## src/rtl/vga_pkg.sv

```systemverilog
// vga_pkg: shared FSM state type, screen timing constants and frame-memory address width.
package vga_pkg;
   typedef enum logic [1:0] {IDLE, READ, WAIT, CAPTURE} state_t;
   localparam int H_TOTAL   = 800;
   localparam int V_TOTAL   = 525;
   localparam int H_VISIBLE = 640;
   localparam int V_VISIBLE = 480;
   localparam int ADDR_W    = 17;
endpackage

```

## src/rtl/pixel_addr_gen.sv

```systemverilog
// pixel_addr_gen: maps a screen coordinate to a frame-memory word address plus an in-image flag.
module pixel_addr_gen
   import vga_pkg::*;
#(
   parameter int IMG_W = 320,
   parameter int IMG_H = 240,
   parameter int SCALE = 1
) (
   input  logic [9:0]        x,
   input  logic [9:0]        y,
   output logic [ADDR_W-1:0] addr,
   output logic              in_bounds
);
   logic [9:0] ix, iy;
   assign ix = x >> SCALE;
   assign iy = y >> SCALE;
   assign in_bounds = 32'(ix) < 32'(IMG_W) && 32'(iy) < 32'(IMG_H);
   // product formed at 32 bits; truncation only applies to addresses already known to be in the image
   assign addr = in_bounds ? ADDR_W'(32'(iy) * 32'(IMG_W) + 32'(ix)) : '0;
endmodule

```

## src/rtl/vga_pixel_responder.sv

```systemverilog
// vga_pixel_responder: fetches one frame-memory pixel per request edge with a fixed latency of MEM_LATENCY+2.
module vga_pixel_responder
   import vga_pkg::*;
#(
   parameter int         IMG_W        = 320,
   parameter int         IMG_H        = 240,
   parameter int         SCALE        = 1,
   parameter int         MEM_LATENCY  = 2,
   parameter logic [3:0] BORDER_PIXEL = 4'h0
) (
   input  logic              clk,
   input  logic              reset_n,
   input  logic              new_pixel_request,
   input  logic [9:0]        new_pixel_x,
   input  logic [9:0]        new_pixel_y,
   output logic              mem_rd_en,
   output logic [ADDR_W-1:0] mem_addr,
   input  logic [3:0]        mem_rd_data,
   output logic [3:0]        grayscale_pixel,
   output logic              pixel_valid,
   output logic              busy,
   output logic [7:0]        overrun_count
);
   state_t            state, state_n;
   logic              req_q, armed, inb_q, inb_c, req_edge;
   logic [1:0]        wcnt;
   logic [ADDR_W-1:0] addr_c;

   pixel_addr_gen #(.IMG_W(IMG_W), .IMG_H(IMG_H), .SCALE(SCALE)) u_addr (
      .x(new_pixel_x),
      .y(new_pixel_y),
      .addr(addr_c),
      .in_bounds(inb_c)
   );

   // armed stays low after reset until the request line is seen low, so a held level never fires
   assign req_edge  = new_pixel_request & ~req_q & armed;
   assign mem_rd_en = state == READ && inb_q;
   assign busy      = state != IDLE;

   always_comb begin
      state_n = state;
      state_n = state == IDLE ? (req_edge ? READ : IDLE) :
                state == READ ? (MEM_LATENCY == 1 ? CAPTURE : WAIT) :
                state == WAIT ? (wcnt == 2'(MEM_LATENCY - 2) ? CAPTURE : WAIT) : IDLE;
   end

   always_ff @(posedge clk or negedge reset_n)
      if (!reset_n) begin
         state           <= IDLE;
         req_q           <= 1'b0;
         armed           <= 1'b0;
         inb_q           <= 1'b0;
         wcnt            <= 2'd0;
         mem_addr        <= '0;
         grayscale_pixel <= 4'h0;
         pixel_valid     <= 1'b0;
         overrun_count   <= 8'd0;
      end else begin
         state       <= state_n;
         req_q       <= new_pixel_request;
         armed       <= armed | ~new_pixel_request;
         pixel_valid <= state == CAPTURE;
         wcnt        <= state == WAIT ? wcnt + 2'd1 : 2'd0;
         if (state == IDLE && req_edge) begin
            mem_addr <= addr_c;
            inb_q    <= inb_c;
         end
         if (state == CAPTURE)
            grayscale_pixel <= inb_q ? mem_rd_data : BORDER_PIXEL;
         if (req_edge && state != IDLE && overrun_count != 8'hFF)
            overrun_count <= overrun_count + 8'd1;
      end
endmodule

```

## config.mk

```make
export PLATFORM = sky130hd
export DESIGN_NAME = vga_pixel_responder
export DESIGN_NICKNAME = d
export VERILOG_FILES = /design/src/rtl/vga_pkg.sv /design/src/rtl/pixel_addr_gen.sv /design/src/rtl/vga_pixel_responder.sv
export SDC_FILE = /design/constraint.sdc
export NUM_CORES = 1
export LEC_CHECK = 0
export ABC_AREA = 0
export CAP_MARGIN = 10
export CELL_PAD_IN_SITES_DETAIL_PLACEMENT = 1
export CELL_PAD_IN_SITES_GLOBAL_PLACEMENT = 2
export CORE_ASPECT_RATIO = 1.5
export CORE_MARGIN = 2
export CORE_UTILIZATION = 27
export CTS_CLUSTER_SIZE = 28
export DETAILED_ROUTE_END_ITERATION = 10
export PLACE_DENSITY = 0.85
export SETUP_SLACK_MARGIN = 0.5
export SYNTH_ARGS = -nofsm -noshare
export SYNTH_HDL_FRONTEND = slang
export SYNTH_SLANG_ARGS = --single-unit
```

## constraint.sdc

```tcl
create_clock -name clk -period 1.7 [get_ports clk]
set_input_delay 0.34 -clock clk [delete_from_list [all_inputs] [get_ports clk]]
set_output_delay 0.34 -clock clk [all_outputs]
set_load 0.02 [all_outputs]
```

* After elaboration in Yosys (flattened, before gate mapping)
Index checks and enable logic that the tools add are counted.
** Cells by class
- Magnitude comparators :: 2
- Multiplexer cells :: 8
- Bitwise logic cells :: 5
- Reduce and logical (&&, ||, !) cells :: 8
- Add/sub/neg operators :: 3
- Multiply operators :: 1
- Equality and inequality tests :: 4
** Operator list (number)
- adder 17 x 9 -> 17 bit :: 1
- 2-to-1 mux 17 bit :: 1
- multiplier 9 x 3 -> 11 bit, second input constant :: 1
- less-than comparator 9 x 8 -> 1 bit, second input constant :: 1
- less-than comparator 9 bit, second input constant :: 1
- adder 8 x 1 -> 8 bit, second input constant :: 1
- 2-to-1 mux 2 bit :: 4
- inequality test 8 bit, second input constant :: 1
- logical AND 1 bit :: 5
- == test 2 bit, second input constant :: 2
- logical NOT 2 bit :: 2
- 2-to-1 mux 4 bit :: 1
- adder 2 x 1 -> 2 bit, second input constant :: 1
- bitwise AND 1 bit :: 2
- == test 2 x 1 -> 1 bit, second input constant :: 1
- 2-to-1 mux 1 bit :: 2
- NOT 1 bit :: 2
- nonzero test 2 bit :: 1
- OR 1 bit :: 1
** Word-level totals
- Register bits after elaboration :: 37
- Word-level logic and storage cells :: 40

* Depth between registers and ports, before layout
- Depth after elaboration :: 5
- Depth in mapped cells :: 8

* Cells and area by module
A second synthesis with hierarchy kept.
** Unflattened totals
- Cell total of the unflattened synthesis :: 223
- Area, all modules :: 2379.8 µm²
** Modules (own cells, without submodules)
- vga_pixel_responder :: times used 1, area an instance 1590.3 µm², cells each 118
- pixel_addr_gen :: times used 1, area an instance 789.5 µm², cells each 105

* Worst setup path after synthesis
No wires, ideal clock.
- Path type :: input to register
- Start :: input port new_pixel_y[2]
- End :: register mem_addr[15]
- Buffers on the path :: 0
- Cell stages on the path :: 8
- Path slack :: -817 ps
- Required time :: 1631 ps
- Arrival :: 2448 ps
- Library setup time :: 69 ps
- Cell sequence :: ha_1 > ha_1 > fa_1 > a211oi_1 > or2_1 > o311ai_2 > or4b_1 > nand3_1
** On the way
- Cells in the longest elaborated chain, start to end :: 3
** RTL lines
- start: declaration :: line vga_pixel_responder.sv:15 : input logic [9:0] new_pixel_y,
- multiplier 9 x 3 -> 11 bit / less-than comparator 9 x 8 -> 1 bit (equally long branches) :: line pixel_addr_gen.sv:19, pixel_addr_gen.sv:17
- adder 17 x 9 -> 17 bit / logical AND 1 bit (equally long branches) :: line pixel_addr_gen.sv:19, pixel_addr_gen.sv:17
- 2-to-1 mux 17 bit (*) :: line pixel_addr_gen.sv:19 : assign addr = in_bounds ? ADDR_W'(32'(iy) * 32'(IMG_W) + 32'(ix)) : '0;
- end signal: assignment :: line vga_pixel_responder.sv:66 : mem_addr <= addr_c;
- end: declaration :: line vga_pixel_responder.sv:17 : output logic [ADDR_W-1:0] mem_addr,
Every way passes the cells marked *; elsewhere a longest branch is shown, timed or not.
A chain may end at the register's enable or synchronous reset.

* Worst setup path in the final report
- Start :: input port new_pixel_y[4]
- End :: register mem_addr[16]
Same word-level chain as after synthesis.

==> results.txt <==
status: finished with violations
failing checks: setup timing
Crit. End Element: flop
Max Clock Freq: 445 MHz
number of CTS-inserted buffers: 5
Seq/Total Area, Yosys: 0.430
critical path depth in cells: 10
gr usage total: 0.159
vias in the first global route: 2325
vias per cell: 4.78
cell row count: 39
VDD IR-drop max: 470 uV
worst-path cell chain: buf_8 -> ha_4 -> ha_4 -> fa_2 -> buf_6 -> xnor2_4 -> nand4b_1 -> and3b_2 -> a21oi_2 -> or3b_1
top cell type's share of synthesized area: 0.430
clock sink count: 37
initial antenna violation count: 0
Synth Area in Adders: 0.152
Clk Latency, worst-skew pair: 270 ps
required time of the critical path: 1850 ps
Post-Place Cell Area: 3190 um2
Worst R2R Path Depth: 6
Post-Synth XOR/XNOR Area: 0.0569
most area-consuming cells after synthesis: dfrtp_1 43%, ha_1 13%, a22o_1 5.3%
Die ar.: 8720 um2
count leader, synth: dfrtp_1
critical path class: input pin to flop
Mean Syn Cell Area: 11.1 um2
drt drc: 0
CP max stage delay: 370 ps
WL/cell: 16.2 um
Cell Pwr Density: 1290 nW/um2
Starting Density: 0.281
GRT Residual Overflow: 0
area of the core: 7660 um2
CP arrival: 2400 ps
Die W: 76.9 um
Finish-stage setup viols: 7
largest family of logic cells by synthesized area: compound AO/OA/AOI/OAI gates
global-route wire length before repair: 11.1 mm
most used cell, CP: ha_4
Worst-Margin Slew: 473 ps
fin crit period: 2250 ps
vias: 2051
leakage: 0.00185 uW
Clock Skews: 5.16 ps
Reg2Reg Setup Slack: -80 ps
Cells after Synth: 194
Max clock buf depth: 2
CTS clk-pin slew, worst paths: 50 ps
worst hold path type: input pin to async pin
largest net degree at the start of global routing: 38
YS warnings: 0
Worst slew margin: 0.684
Synth Area in Compound Gates: 0.172
Initial DRT Pass Iterations: 4
Final Slew Violations: 0
ys async rst share: 1.00
setup repair after global routing missed its margin: true
Hold Slack: 109 ps
max cap viols: 0
final WL: 6.97 mm
Final Cycle Share: 1.32
multiplexer area fraction after synthesis: 0.00523
I/O pin total: 59
area leader, netlist: dfrtp_1
number of synthesized flops with an enable pin: 0
CP top delay family: simple AND/OR/NAND/NOR gates
Synth top cells by count: 37 x dfrtp_1, 23 x ha_1, 13 x a22o_1, 12 x xnor2_1
fin area: 3950 um2
chip height: 113 um
DRT iter0 DRCs: 43
root buffer cell: clkbuf_16
Syn Std Cell Area: 2150 um2
Seq cells post-synth: 37
CTS tree: done
hpwl dp: 4.60 mm
GPL Wtd Cong: 0.820
most used flip-flop cell after synthesis: dfrtp_1
crit path max-delay cell type: fa_2
Startpoint Class: input pin
Routed Antenna Nets: 0
Worst R2R Start: state[1]
Yosys cell types: 41
Syn Nets: 246
CTS Hold Bufs: 0
# nets final: 378
final hold violations: 0
share of cells above drive strength 1: 0.575
CP Buf/Inv Count: 2
Worst setup startpoint: new_pixel_y[4]
port bufs: 56
worst setup margin: -549 ps
area grow syn2layout: 83.6%
simple-gate share of the synthesized area: 0.153
reg-to-reg endpoint: mem_addr[15]
number of H-tree levels: 2
CP max FO: 3
Ant. Diodes: 0
Worst setup endpoint: mem_addr[16]
==> state kept, by name (all words and copies together) (netlist names) <==
| signal | count |
|---|---|
| overrun_count | 8 |
| mem_addr | 17 |
| grayscale_pixel | 4 |
| state | 2 |
| armed | 1 |
| pixel_valid | 1 |
| wcnt | 2 |
| req_q | 1 |
| inb_q | 1 |
==> final cells by class <==
cell class | instances | area (um2)
clock buffer | 8 | 146
sequential | 37 | 936
multi-input combinational | 143 | 1590
tap | 102 | 128
fill | 814 | 3710
timing repair buffer | 129 | 1110
inverter | 10 | 40.0
==> metrics by stage <==
step	utilization	instances	total power, uW	TNS (ps)	setup slack, ps
final	0.516	429	5120	-2310	-549
after floorplan	-	194	2520	-2200	-590
after global routing	0.516	429	5470	-3020	-572
after CTS	0.487	417	4810	-2060	-506
after detailed placement	0.416	386	3590	-10910	-1260
after global placement	0.416	386	3510	-10200	-1220
==> what timing repair did <==
action,CTS,global route
gates cloned,2,0
buffers inserted,21,12
endpoints found under the setup margin,59,45
pin swaps,38,17
resized for setup,249,39
==> cell families (layout without fill, tap and decap cells) <==
kind of cell / after synthesis / after routing
mux: 1 / 1
compound gates: 47 / 47
fa+ha+maj: 25 / 25
flops: 37 / 37
buf+inv: 14 / 147
simple gates: 56 / 56
xor+xnor: 14 / 14
==> worst min path at each step <==
stage,startpoint,end,slack [ps],cells after the start
5_1_grt,reset_n,grayscale_pixel[0],160,2
3_3_place_gp,reset_n,pixel_valid,410,2
2_1_floorplan,reset_n,armed,40,0
4_1_cts,reset_n,mem_addr[0],130,2
3_5_place_dp,reset_n,grayscale_pixel[3],420,2
6_report,reset_n,pixel_valid,110,2
==> layout by cell type (no fill, tap or decap), types with 3 or more instances in the layout <==
cell and instances:
buf_4 48, buf_6 38, dfrtp_1 29, buf_2 23
ha_4 17, a22o_1 13, clkdlybuf4s50_1 11, dfrtp_2 8
inv_1 7, nand4_1 6, nand3_1 6, xnor2_1 6
nand2_1 6, a21o_1 6, xnor2_2 5, o211ai_1 5
clkbuf_16 5, o21ai_2 4, and2_1 4, o21ai_1 4
nor2_1 4, ha_1 4, dlygate4sd2_1 4, nand2b_1 3
nand3_2 3, o21ai_0 3
==> metal layers <==
metal	wire length (um)	vias up	GRT usage
met5	0	-	0
met4	124	0	0.0642
met3	143	8	0.0214
met2	4150	41	0.314
met1	2540	1026	0.166
li1	-	976	-
==> report_power, final <==
part           internal [uW]  total (uW)  switching [uW]
clock                    584         913             329
combinational           1460        2780            1320
sequential              1210        1420             219
No activity file was read; power rests on OpenSTA's default activity.
